**src/rtl/board_fetch_sched.sv**
```systemverilog
// board_fetch_sched
//   Owns the single-port board-cell RAM of the Tetris display. At every
//   hblank it turns the next scanline's Y into a board row by repeated
//   subtraction (no divider). It then bursts that row's cells into a line
//   buffer. During the active line it supplies the color of the cell under
//   the current pixel. Game logic is granted the RAM whenever no display
//   fetch is running.
//
// Ports
//   Clk, Reset_n        clock, asynchronous active-low reset
//   line_start, next_y  hblank pulse and the Y of the upcoming scanline
//   DrawX               current pixel column (may hold for several clocks)
//   cell_valid/color    registered cell lookup, one clock behind DrawX
//   gl_req/we/addr/     game-logic request port; gl_gnt is the one-cycle
//   gl_wdata/gl_gnt     grant, and the RAM access happens in that cycle
//   gl_rvalid/rdata     read return, one clock after a read grant
//   ram_addr/we/wdata   RAM command side
//   ram_rdata           synchronous RAM read data (one clock latency)
module board_fetch_sched #(
  parameter int BOARD_X0 = 160,
  parameter int CELL     = 26,
  parameter int COLS     = 12,
  parameter int ROWS     = 18
) (
  input  logic       Clk,
  input  logic       Reset_n,
  input  logic       line_start,
  input  logic [9:0] next_y,
  input  logic [9:0] DrawX,
  output logic       cell_valid,
  output logic [2:0] cell_color,
  input  logic       gl_req,
  input  logic       gl_we,
  input  logic [7:0] gl_addr,
  input  logic [2:0] gl_wdata,
  output logic       gl_gnt,
  output logic       gl_rvalid,
  output logic [2:0] gl_rdata,
  output logic [7:0] ram_addr,
  output logic       ram_we,
  output logic [2:0] ram_wdata,
  input  logic [2:0] ram_rdata
);

  typedef enum logic [1:0] {IDLE, DIVIDE, FETCH, DRAIN} state_t;

  localparam logic [9:0] X0       = 10'(BOARD_X0);
  localparam logic [9:0] CELL_Y   = 10'(CELL);
  localparam logic [4:0] SUB_LAST = 5'(CELL - 1);
  localparam logic [4:0] ROW_LAST = 5'(ROWS - 1);
  localparam logic [7:0] COLS_A   = 8'(COLS);
  localparam logic [3:0] COL_LAST = 4'(COLS - 1);

  state_t     state;
  logic [9:0] y_rem;
  logic [4:0] row;
  logic [7:0] base;
  logic [3:0] col_f;
  logic       row_loaded;
  logic [2:0] linebuf [COLS];

  // Fetch return tracking: a word issued in FETCH lands one clock later.
  logic       vld_p1;
  logic [3:0] idx_p1;
  logic       rd_p1;

  logic       gnt;

  // Column tracker
  logic [9:0] drawx_q;
  logic [3:0] col, col_n, col_rd;
  logic [4:0] sub, sub_n;
  logic       on_board, on_board_n;
  logic       vis;

  // ---- Stage p0: RAM command (grant or fetch address) ----
  // Game access is only possible in IDLE and never in the cycle a line
  // fetch is being kicked off, so the display always wins the hblank.
  always_comb begin
    gnt       = Reset_n && (state == IDLE) && gl_req && !line_start;
    ram_we    = 1'b0;
    ram_addr  = 8'd0;
    ram_wdata = 3'd0;
    if (gnt) begin
      ram_we    = gl_we;
      ram_addr  = gl_addr;
      ram_wdata = gl_wdata;
    end else if (state == FETCH) begin
      ram_addr = base + {4'd0, col_f};
    end
  end

  assign gl_gnt = gnt;

  // ---- Stage p1: RAM data return ----
  assign gl_rvalid = rd_p1;
  assign gl_rdata  = rd_p1 ? ram_rdata : 3'd0;

  always_ff @(posedge Clk or negedge Reset_n) begin
    if (!Reset_n) begin
      state      <= IDLE;
      y_rem      <= 10'd0;
      row        <= 5'd0;
      base       <= 8'd0;
      col_f      <= 4'd0;
      row_loaded <= 1'b0;
      vld_p1     <= 1'b0;
      idx_p1     <= 4'd0;
      rd_p1      <= 1'b0;
      for (int i = 0; i < COLS; i++) linebuf[i] <= 3'd0;
    end else begin
      rd_p1  <= gnt && !gl_we;
      vld_p1 <= 1'b0;
      if (vld_p1) linebuf[idx_p1] <= ram_rdata;

      if (line_start) begin
        // A new scanline always restarts the row lookup, aborting any
        // fetch in flight; the old row is no longer valid for display.
        y_rem      <= next_y;
        row        <= 5'd0;
        base       <= 8'd0;
        col_f      <= 4'd0;
        row_loaded <= 1'b0;
        state      <= DIVIDE;
      end else begin
        case (state)
          IDLE: ;
          DIVIDE: begin
            if (y_rem >= CELL_Y) begin
              // Stop before row/base can step past the last board row so
              // the address never leaves the board.
              if (row == ROW_LAST) begin
                row_loaded <= 1'b0;
                state      <= IDLE;
              end else begin
                y_rem <= y_rem - CELL_Y;
                row   <= row + 5'd1;
                base  <= base + COLS_A;
              end
            end else begin
              col_f <= 4'd0;
              state <= FETCH;
            end
          end
          FETCH: begin
            vld_p1 <= 1'b1;
            idx_p1 <= col_f;
            if (col_f == COL_LAST) state <= DRAIN;
            else                   col_f <= col_f + 4'd1;
          end
          DRAIN: begin
            // The last word is written by the p1 path this same clock.
            row_loaded <= 1'b1;
            state      <= IDLE;
          end
          default: state <= IDLE;
        endcase
      end
    end
  end

  // ---- Stage p0: pixel to cell column ----
  // The column is advanced by counting DrawX changes instead of dividing,
  // so DrawX must step through every column from BOARD_X0 onward.
  always_comb begin
    col_n      = col;
    sub_n      = sub;
    on_board_n = on_board;
    if (DrawX < X0) begin
      on_board_n = 1'b0;
    end else if (DrawX == X0) begin
      col_n      = 4'd0;
      sub_n      = 5'd0;
      on_board_n = 1'b1;
    end else if ((DrawX != drawx_q) && on_board) begin
      if (sub == SUB_LAST) begin
        sub_n = 5'd0;
        col_n = col + 4'd1;
        if (col == COL_LAST) on_board_n = 1'b0;
      end else begin
        sub_n = sub + 5'd1;
      end
    end
    col_rd = (col_n > COL_LAST) ? COL_LAST : col_n;
    vis    = on_board_n && row_loaded && (state == IDLE);
  end

  // ---- Stage p1: registered cell output ----
  always_ff @(posedge Clk or negedge Reset_n) begin
    if (!Reset_n) begin
      drawx_q    <= 10'd0;
      col        <= 4'd0;
      sub        <= 5'd0;
      on_board   <= 1'b0;
      cell_valid <= 1'b0;
      cell_color <= 3'd0;
    end else begin
      drawx_q    <= DrawX;
      col        <= col_n;
      sub        <= sub_n;
      on_board   <= on_board_n;
      cell_valid <= vis;
      cell_color <= vis ? linebuf[col_rd] : 3'd0;
    end
  end

endmodule
```
**config.mk**
```make
export PLATFORM = sky130hd
export DESIGN_NAME = board_fetch_sched
export DESIGN_NICKNAME = d
export VERILOG_FILES = /design/src/rtl/board_fetch_sched.sv
export SDC_FILE = /design/constraint.sdc
export NUM_CORES = 1
export LEC_CHECK = 0
export CORE_MARGIN = 2
export CORE_UTILIZATION = 50
export CTS_CLUSTER_DIAMETER = 30
export CTS_CLUSTER_SIZE = 12
export DETAILED_ROUTE_END_ITERATION = 12
export PLACE_DENSITY_LB_ADDON = 0.25
export REMOVE_ABC_BUFFERS = 1
export SETUP_SLACK_MARGIN = 0.1
export SYNTH_ARGS = -nofsm -noshare
export SYNTH_HDL_FRONTEND = slang
export SYNTH_SLANG_ARGS = --single-unit
```
**constraint.sdc**
```tcl
create_clock -name Clk -period 3.4 [get_ports Clk]
set_input_delay 0.85 -clock Clk [delete_from_list [all_inputs] [get_ports Clk]]
set_output_delay 0.85 -clock Clk [all_outputs]
set_load 0.005 [all_outputs]
```
==> results of run 1 <==
-- state kept, by name, summed over array words and instances (netlist names), 2 cells and up --
signal / cells
col: 4
idx_p1: 4
cell_color: 3
drawx_q: 10
row: 5
linebuf: 36
sub: 5
base: 6
y_rem: 10
col_f: 4
state: 2
-- per-layer routing --
layer	track usage [%]	part of all wire [%]	vias up
li1	-	-	1791
met1	30.7	48	1821
met2	32.9	46	84
met3	3.86	4.7	13
met4	7.69	1.6	0
met5	0	0	-
-- power by group --
part / switching, mW / total (mW) / internal (mW)
Clock: 0.387 / 0.808 / 0.421
Sequential: 0.126 / 1.36 / 1.24
Combinational: 0.334 / 0.666 / 0.332
Total: 0.847 / 2.84 / 1.99
-- Yosys cell counts (7+ instances only) --
cell type / number
a21o_1: 7
a21oi_1: 9
and2_1: 8
clkbuf_1: 13
dfrtp_1: 94
ha_1: 10
inv_1: 16
mux2_2: 45
mux2i_1: 7
nand2_1: 38
nand2b_1: 8
nand3_1: 9
nor2_1: 34
o21ai_0: 23
xnor2_1: 23
xor2_1: 12
-- layout make-up --
cell class / count / area, sq um
fillers: 805 / 3590
multi-input cells: 326 / 2380
flip-flops and latches: 94 / 2350
repair buffers: 90 / 821
clock buffers: 14 / 183
well taps: 133 / 166
inverters: 16 / 60.1
clock inverters: 2 / 37.5
-- how the worst max path moves through the flow --
| stage | to | slack [ns] | cells after the start |
|---|---|---|---|
| CTS | ram_addr[5] | 0.14 | 6 |
| floorplan | cell_color[0] | 0.16 | 8 |
| global route | ram_addr[7] | 0.10 | 7 |
| detailed placement | cell_color[2] | -0.1 | 9 |
| global placement | cell_color[2] | -0.04 | 11 |
| finish | ram_addr[7] | 0.21 | 7 |
-- kinds of logic after synthesis --
kind of cell               synth area share, %
buffers and inverters                     2.98
and+or+nand+nor                           15.3
DFF                                       48.3
AOI/OAI and AO/OA                         12.8
muxes                                     11.8
xor gates and xnor gates                  6.29
adders and majority gates                 2.57
-- stage by stage --
| step | util [%] | hold slack, ns | cells | TNS, ns | power, mW |
|---|---|---|---|---|---|
| 6_report | 62.6 | 0.508 | 675 | 0 | 2.84 |
| 3_5_place_dp | 60.3 | 0.493 | 659 | -0.254 | 2.05 |
| 2_1_floorplan | - | 0.475 | 436 | 0 | 1.81 |
| 4_1_cts | 62.5 | 0.513 | 675 | 0 | 2.86 |
| 5_1_grt | 62.6 | 0.529 | 675 | 0 | 3.01 |
| 3_3_place_gp | 60.3 | 0.487 | 659 | -0.0613 | 2.03 |
-- cell usage in the layout, fill, tap and decap left out, drive strengths merged, types with 4 or more instances in the layout --
cell / Yosys / final
dfrtp: 94 / 94
clkdlybuf4s50: 0 / 58
mux2: 45 / 45
nand2: 38 / 38
nor2: 34 / 34
buf: 2 / 32
o21ai: 25 / 25
xnor2: 23 / 23
inv: 16 / 16
clkbuf: 14 / 14
xor2: 12 / 12
ha: 10 / 10
nand3: 9 / 9
a21oi: 9 / 9
nand2b: 8 / 8
and2: 8 / 8
mux2i: 7 / 7
a21o: 7 / 7
nor4: 7 / 7
o221ai: 7 / 7
nand3b: 6 / 6
nand4: 6 / 6
a211oi: 5 / 5
nor3: 5 / 5
or3: 4 / 4
nor2b: 4 / 4
or2: 4 / 4
-- what timing repair did --
action,CTS,global route
setup endpoints to repair,0,5
gates resized for setup,0,2
setup buffers,0,0
==> summary.md, run 1 <==
| Metric | Value |
|---|---|
| HP Start | `linebuf[32]` |
| Pleak | `2.65 nW` |
| PwrDens | `473 nW/um^2` |
| Final worst slack | `0.211 ns` |
| Final WL | `10,600 microns` |
| Clk_lat worst skew | `0.37 ns` |
| First-pass GRT wire length | `17,300 microns` |
| Number of nets in the layout | `586` |
| Seq cells post-synth | `94` |
| Dominant cells by area after synthesis | `dfrtp_1, mux2_2, xnor2_1` |
| Vias in the first global route | `3,508` |
| Syn Area/Cell | `10.8 sq um` |
| Max Transition Viols Final | `0` |
| Most common flop cell mapped by yosys | `dfrtp_1` |
| Port bufs | `59` |
| R2R depth | `9` |
| DRC Markers | `0` |
| Wire per inst | `15.7 microns` |
| CP max stage delay | `0.54 ns` |
| Worst Hold Class | `flop to flop` |
| Reg-to-Reg Start | `sub[1]` |
| FMAX | `314 MHz` |
| Worst endpoint required time | `2.55 ns` |
| Final hold vios | `0` |
| Max-slew headroom | `46.3%` |
| Final clock skew | `0.00930 ns` |
| Worst path buffer plus inverter count | `3` |
| FF-to-FF End | `cell_color[2]` |
| Netlist Area Pre-Place | `4870 sq um` |
| Num CTS Buffers | `9` |
| Crit path kind | `input port to output port` |
| Iteration-0 DRC Markers | `129` |
| Dpl ws | `-0.0958 ns` |
| Gate count after technology mapping | `452` |
| Cts hold-fix bufs | `0` |
| Routed vias | `3,709` |
| CP most frequent cell | `clkdlybuf4s50_1` |
| CP max-delay cell | `clkdlybuf4s50_1` |
| Initial Util | `50.8%` |
| Core area | `9590 sq um` |
| Status | `finished clean` |
| HPWL reported at the end of detailed placement | `7810 microns` |
| Die area | `10,600 sq um` |
| Tot GR Track Use | `21.5%` |
| R2r setup slk | `0.71 ns` |
| # IOs | `60` |
| Row count | `36` |
| GPL Wtd Cong | `0.878` |
| Final Cell Area | `6000 sq um` |
| Initial antenna violation count | `1` |
| Final Cycle Share | `93.8%` |
| DP Area | `5780 sq um` |
| Clk slew on worst S/H paths | `0.08 ns` |
| Delay-heaviest family, CP | `buffers and inverters` |
| Min Tclk post-route | `3.19 ns` |
| CP startpoint | `gl_req` |
| CTS tree | `built` |
| Chip width | `103 microns` |
| H-tree Lvls | `3` |
| Hold Crit Depth | `1` |
| Drt via density | `5.49` |
| Share of layout cells above drive strength 1 | `19.7%` |
| Number of flops mapped to enable cells by yosys | `0` |
| Global route overflow | `0` |
| Drt first pass iters | `4` |
| Seq/Total Area, Yosys | `48.3%` |
| CP Max Fanout | `14` |
| Area Overhead vs Synth | `23.2%` |
| Async set-reset flop share out of synthesis | `100%` |
| Max clock buf depth | `2` |
| Startpoint types | `input port` |
| YS warnings | `0` |
| RSZ-0062 raised after global routing | `no` |
| Pin count of the biggest net entering global routing | `57` |
| Most area-hungry cell type in the Yosys netlist | `dfrtp_1` |
| Slew @ Worst Pin | `0.801 ns` |
| Maxcap violations | `0` |
| Crit-path cells | `clkdlybuf4s50_1, nand3_1, nor2_1, buf_4, nand2_1, o21ai_0, clkdlybuf4s50_1` |
| TritonCTS Sinks | `94` |
| Ant diodes | `0` |
| Root Driver | `clkbuf_8` |
| Worst EP arrival | `2.34 ns` |
| Yosys top cell area share | `48.3%` |
| Maximum vdd drop | `0.000274 V` |
| Die Height | `103 microns` |
| Final antenna-violating net count | `0` |
| Final number of setup-violating endpoints | `0` |
| Crit. End Element | `output port` |
| Endpoint, Worst Hold | `linebuf[32]` |
| Unique masters post-synth | `63` |
No activity file was read; power rests on OpenSTA's default activity.
==> inputs of run 2 (changes only) <==
CELL_PAD_IN_SITES_DETAIL_PLACEMENT = 0   (was default)
CELL_PAD_IN_SITES_GLOBAL_PLACEMENT = 1   (was default)
CORE_UTILIZATION = 44   (was 50)
RECOVER_POWER = 25   (was default)
==> run 2 against run 1 <==
Compared with the run above:
- cell count up 1.2%
- setup slack worse by 0.019 ns
- via count down 1.5%
- clock power up 1%
- die area up 13%
- power up 0.46%
- fmax down 0.60%
- utilization down 6.9 points
- combinational power up 0.9%
- register-to-register slack about the same
- non-clock buffer count up 2
==> summary.md, run 2 (synthesis results as in run 1) <==
| Metric | Value |
|---|---|
| Slew @ Worst Pin | `0.703 ns` |
| Die area | `11,900 sq um` |
| Status | `finished clean` |
| Sw frac | `30.3%` |
| Clk slew on worst S/H paths | `0.09 ns` |
| Core area | `10,800 sq um` |
| Port bufs | `59` |
| R2R depth | `9` |
| Num CTS Buffers | `9` |
| H-tree Lvls | `3` |
| Crit-path cells | `dlygate4sd3_1, xnor2_1, nand2_1, or4_1, o211a_1, or2_1, o22ai_1, a221oi_1, a311oi_1` |
| R2r setup slk | `0.71 ns` |
| CTS tree | `built` |
| Pleak | `2.67 nW` |
| Startpoint types | `input port` |
| Worst endpoint required time | `3.66 ns` |
| DP Area | `5800 sq um` |
| Fin Setup TNS | `0 ns` |
| TritonCTS Sinks | `94` |
| Clock power frac | `28.6%` |
| Tot GR Track Use | `20.0%` |
| GPL Wtd Cong | `0.798` |
| Maximum vdd drop | `0.000329 V` |
| CP Max Fanout | `4` |
| Max clock buf depth | `2` |
| Final Cell Area | `6040 sq um` |
| CP max-delay cell | `dlygate4sd3_1` |
| Crit path kind | `input port to flop` |
| Vias in the first global route | `3,721` |
| Ant diodes | `0` |
| Reg-to-Reg Start | `sub[1]` |
| Final Cycle Share | `94.4%` |
| HPWL reported at the end of detailed placement | `8030 microns` |
| Storage element area | `2350 sq um` |
| DRC Markers | `0` |
| Share of layout cells above drive strength 1 | `19.7%` |
| Commonest cells after routing, fill and taps aside | `dfrtp_1, clkdlybuf4s50_1, mux2_2` |
| Largest Register | `linebuf` |
| FMAX | `312 MHz` |
| Dpl ws | `-0.118 ns` |
| Min Tclk post-route | `3.21 ns` |
| Endpoint, Worst Hold | `linebuf[32]` |
| Maxcap violations | `0` |
| Hold Crit Depth | `1` |
| Max-slew headroom | `53.1%` |
| Final worst slack | `0.192 ns` |
| Initial Util | `45.0%` |
| Final clock skew | `0.0143 ns` |
| Initial antenna violation count | `0` |
| Drt first pass iters | `4` |
| FF-to-FF End | `cell_color[2]` |
| Comb pwr share | `23.6%` |
| Root Driver | `clkbuf_8` |
| Final WL | `10,800 microns` |
| Filler cells | `988` |
| Final number of setup-violating endpoints | `0` |
| Commonest non-fill, non-tap cell in the layout | `dfrtp_1` |
| Delay-heaviest family, CP | `simple AND/OR/NAND/NOR gates` |
| Die Height | `109 microns` |
| Setup bufs post-CTS | `0` |
| Routed vias | `3,652` |
| Clk_lat worst skew | `0.36 ns` |
| First-pass GRT wire length | `18,600 microns` |
| Crit. End Element | `flop` |
| Largest regs | `linebuf (36), drawx_q (10), y_rem (10)` |
| Global route overflow | `0` |
| Wire per inst | `15.9 microns` |
| Final Power | `2.85 mW` |
| Number of nets in the layout | `588` |
| Drt via density | `5.35` |
| Final hold vios | `0` |
| Iteration-0 DRC Markers | `172` |
| PwrDens | `472 nW/um^2` |
| Pin count of the biggest net entering global routing | `57` |
| Seq pwr share | `47.8%` |
| Worst EP arrival | `3.47 ns` |
| Row count | `38` |
| Multi-input gate area | `2400 sq um` |
| Area Overhead vs Synth | `23.9%` |
| # IOs | `60` |
| CP max stage delay | `0.59 ns` |
| Max FFs per register | `36` |
| HP Start | `linebuf[32]` |
| NetSw | `0.864 mW` |
| Worst path buffer plus inverter count | `1` |
| Worst Hold Class | `flop to flop` |
| Hold WS | `0.515 ns` |
| Chip width | `109 microns` |
| Final antenna-violating net count | `0` |
| RSZ-0062 raised after global routing | `no` |
| Max Transition Viols Final | `0` |
| Cell Int Power | `1.99 mW` |
[run 2: cell types whose count changed in the layout (fill, tap and decap cells not counted), sizes merged]
| cell | previous run | this run |
|---|---|---|
| clkdlybuf4s50 | 58 | 52 |
| dlygate4sd3 | 0 | 5 |
| clkbuf | 14 | 12 |
| inv | 16 | 18 |
| buf | 32 | 31 |
| bufinv | 1 | 2 |
| clkinv | 0 | 1 |
| dlymetal6s2s | 0 | 1 |
[run 2: metal layers]
metal	share of wire (%)	GRT usage (%)	wire length, microns
met1	49	28.0	5310
met2	46	31.6	4970
met3	3.7	3.83	401
met4	1.5	5.61	162
met5	0	0	0
[run 2: cell type report]
| type | count | share of cell area [%] |
|---|---|---|
| multi-input cells | 326 | 39.8 |
| clock inverters | 6 | 1.55 |
| well taps | 140 | 2.90 |
| clock buffers | 9 | 2.05 |
| repair buffers | 92 | 13.8 |
| inverters | 16 | 0.995 |
| flip-flops and latches | 94 | 39.0 |
[run 2: per-stage QoR]
| step | utilization (%) | std cells |
|---|---|---|
| 2_1_floorplan | - | 436 |
| 3_3_place_gp | 53.5 | 668 |
| 3_5_place_dp | 53.5 | 668 |
| 4_1_cts | 55.6 | 683 |
| 5_1_grt | 55.7 | 683 |
| 6_report | 55.7 | 683 |
[run 2: power groups by stage]
stage,combinational (mW),clock [mW],sequential (mW)
3_5_place_dp,0.676,0,1.38
2_1_floorplan,0.451,0,1.35
4_1_cts,0.684,0.841,1.36
5_1_grt,0.770,0.894,1.38
3_3_place_gp,0.662,0,1.38
6_report,0.672,0.817,1.36
[run 2: what timing repair did]
| action | CTS | global route |
|---|---|---|
| setup endpoints to repair | 0 | 6 |
| resized for setup | 0 | 6 |
| hold buffers | 0 | 0 |
[run 2: worst max-delay path by stage]
stage / start / end / slack (ns) / depth (start not counted)
2_1_floorplan: DrawX[6] / cell_color[0] / 0.16 / 8
3_3_place_gp: DrawX[2] / cell_color[1] / -0.15 / 11
3_5_place_dp: DrawX[2] / cell_color[2] / -0.12 / 11
4_1_cts: gl_req / ram_addr[1] / 0.17 / 7
5_1_grt: DrawX[3] / cell_color[2] / 0.07 / 11
6_report: DrawX[8] / cell_color[2] / 0.19 / 9
==> inputs of run 3 (changes only) <==
CORE_MARGIN = 4   (was 2)
MAX_ROUTING_LAYER = met4   (was default)
==> run 3 against run 2 <==
Compared with the run above:
- global-route usage shrank 1.1 points
- sequential power is essentially flat
- clock power shrank 10%
- first-iteration DRC count shrank 8.7%
- count of clock-buffer cells in the layout grew 2
- design area shrank 0.39%
- worst hold slack lost 0.0068 ns
- setup slack lost 0.066 ns
- combinational power shrank 2%
- non-clock buffer count is the same
- critical endpoint is now ram_addr[0]
- highest routed layer unchanged
==> summary.md, run 3 (synthesis results as in run 1) <==
| Metric | Value |
|---|---|
| H-tree Lvls | `3` |
| Pin count of the biggest net entering global routing | `51` |
| Startpoint types | `input port` |
| Port bufs | `59` |
| Fin cells | `684` |
| Largest Register | `linebuf` |
| CP max-delay cell | `clkdlybuf4s50_1` |
| PwrDens | `459 nW/um^2` |
| HPWL reported at the end of detailed placement | `8160 microns` |
| DRC Markers | `0` |
| Clk slew on worst S/H paths | `0.08 ns` |
| CP Max Fanout | `7` |
| Maxcap violations | `0` |
| Number of nets in the layout | `588` |
| Setup bufs post-CTS | `0` |
| CP most frequent cell | `clkdlybuf4s50_1` |
| Iteration-0 DRC Markers | `157` |
| Max-slew headroom | `21.7%` |
| Wire per inst | `16.0 microns` |
| Drt first pass iters | `4` |
| Cts hold-fix bufs | `0` |
| Commonest cells after routing, fill and taps aside | `dfrtp_1, clkdlybuf4s50_1, mux2_2` |
| Min Tclk post-route | `3.27 ns` |
| Commonest non-fill, non-tap cell in the layout | `dfrtp_1` |
| Max clock buf depth | `2` |
| Final Cycle Share | `96.3%` |
| Vias in the first global route | `3,759` |
| Chip width | `113 microns` |
| TritonCTS Sinks | `94` |
| Final worst slack | `0.126 ns` |
| Initial antenna violation count | `0` |
| Drt via density | `5.30` |
| Core area | `10,800 sq um` |
| Ant diodes | `0` |
| Worst EP arrival | `2.42 ns` |
| Inst Count DP | `667` |
| Num CTS Buffers | `9` |
| Largest regs | `linebuf (36), drawx_q (10), y_rem (10)` |
| Status | `finished clean` |
| Worst endpoint required time | `2.55 ns` |
| Hold WS | `0.508 ns` |
| GPL Wtd Cong | `0.872` |
| Maximum vdd drop | `0.000344 V` |
| Tot GR Track Use | `18.8%` |
| Root Driver | `clkbuf_8` |
| Row count | `38` |
| Final WL | `10,900 microns` |
| Worst Hold Class | `flop to flop` |
| Area Overhead vs Synth | `23.4%` |
| Slew @ Worst Pin | `1.17 ns` |
| Initial Util | `45.0%` |
| Global route overflow | `0` |
| Die Height | `113 microns` |
| Max FFs per register | `36` |
| Dpl ws | `-0.0901 ns` |
| Share of layout cells above drive strength 1 | `19.9%` |
| Final clock skew | `0.0113 ns` |
| Pleak | `2.71 nW` |
| Die area | `12,800 sq um` |
| Crit path kind | `input port to output port` |
| Routed vias | `3,625` |
| Resized cells post-CTS | `0` |
| Final Cell Area | `6010 sq um` |
| Max Transition Viols Final | `0` |
| First-pass GRT wire length | `18,700 microns` |
| Final number of setup-violating endpoints | `0` |
| Final hold vios | `0` |
| Final antenna-violating net count | `0` |
| Crit-path cells | `clkdlybuf4s50_1, nand3_1, nor2_4, buf_4, a22o_1, clkdlybuf4s50_1` |
| Crit. End Element | `output port` |
| Clk_lat worst skew | `0.37 ns` |
| RSZ-0062 raised after global routing | `yes` |
| DP Area | `5800 sq um` |
| Final Power | `2.76 mW` |
| # IOs | `60` |
| CP max stage delay | `0.50 ns` |
| CTS tree | `built` |
| FMAX | `305 MHz` |
[run 3: cell count changes in the layout (fill, tap and decap cells not counted), sizes merged]
| cell | delta |
|---|---|
| clkinvlp | +1 |
| clkdlybuf4s50 | +1 |
| dlymetal6s2s | +3 |
| dlygate4sd3 | -4 |
| clkbuf | +1 |
| bufinv | -1 |
| inv | -1 |
| buf | +1 |
[run 3: power by group]
part | switching [mW] | leakage, nW | internal, mW
registers | 0.128 | 1.21 | 1.24
logic | 0.330 | 1.41 | 0.331
clock network | 0.393 | 0.0899 | 0.342
total | 0.850 | 2.71 | 1.91
[run 3: worst paths after layout]
kind	startpoint	end	slack, ns	cells past startpoint
worst max-delay path	gl_req	ram_addr[0]	0.13	6
worst min-delay path	linebuf[0]	linebuf[0]	0.51	1
worst max register to register	col[0]	cell_color[0]	0.77	10
worst min register to register	linebuf[0]	linebuf[0]	0.51	1
max in group asynchronous	Reset_n	state[1]	1.20	3
min in group asynchronous	Reset_n	col[0]	0.98	2
[run 3: layer usage]
layer | part of all wire [%] | global-route usage, % | routed length, microns | up-vias
li1 | - | - | - | 1794
met1 | 49 | 25.5 | 5390 | 1755
met2 | 46 | 28.8 | 5060 | 62
met3 | 3.1 | 3.21 | 339 | 14
met4 | 1.4 | 6.17 | 152 | 0
met5 | 0 | - | 0 | -
[run 3: area by class of cell]
type                    count  area [sq um]
well taps                 140           175
inverters                  16          60.1
repair buffers             92           843
flip-flops and latches     94          2350
fillers                   990          4830
multi-input cells         326          2390
clock inverters             5          58.8
clock buffers              11           131
[run 3: worst max-delay path: cells and delay by family]
| family | cells | cell delay (ns) |
|---|---|---|
| AND/OR/NAND/NOR | 2 | 0.28 |
| buffers and inverters | 3 | 1.16 |
| AO/OA/AOI/OAI | 1 | 0.13 |
[run 3: stage by stage]
step / setup TNS (ns) / util, %
6_report: 0 / 55.5
3_5_place_dp: -0.211 / 53.5
5_1_grt: 0 / 55.5
2_1_floorplan: 0 / -
4_1_cts: 0 / 55.2
3_3_place_gp: -0.276 / 53.5
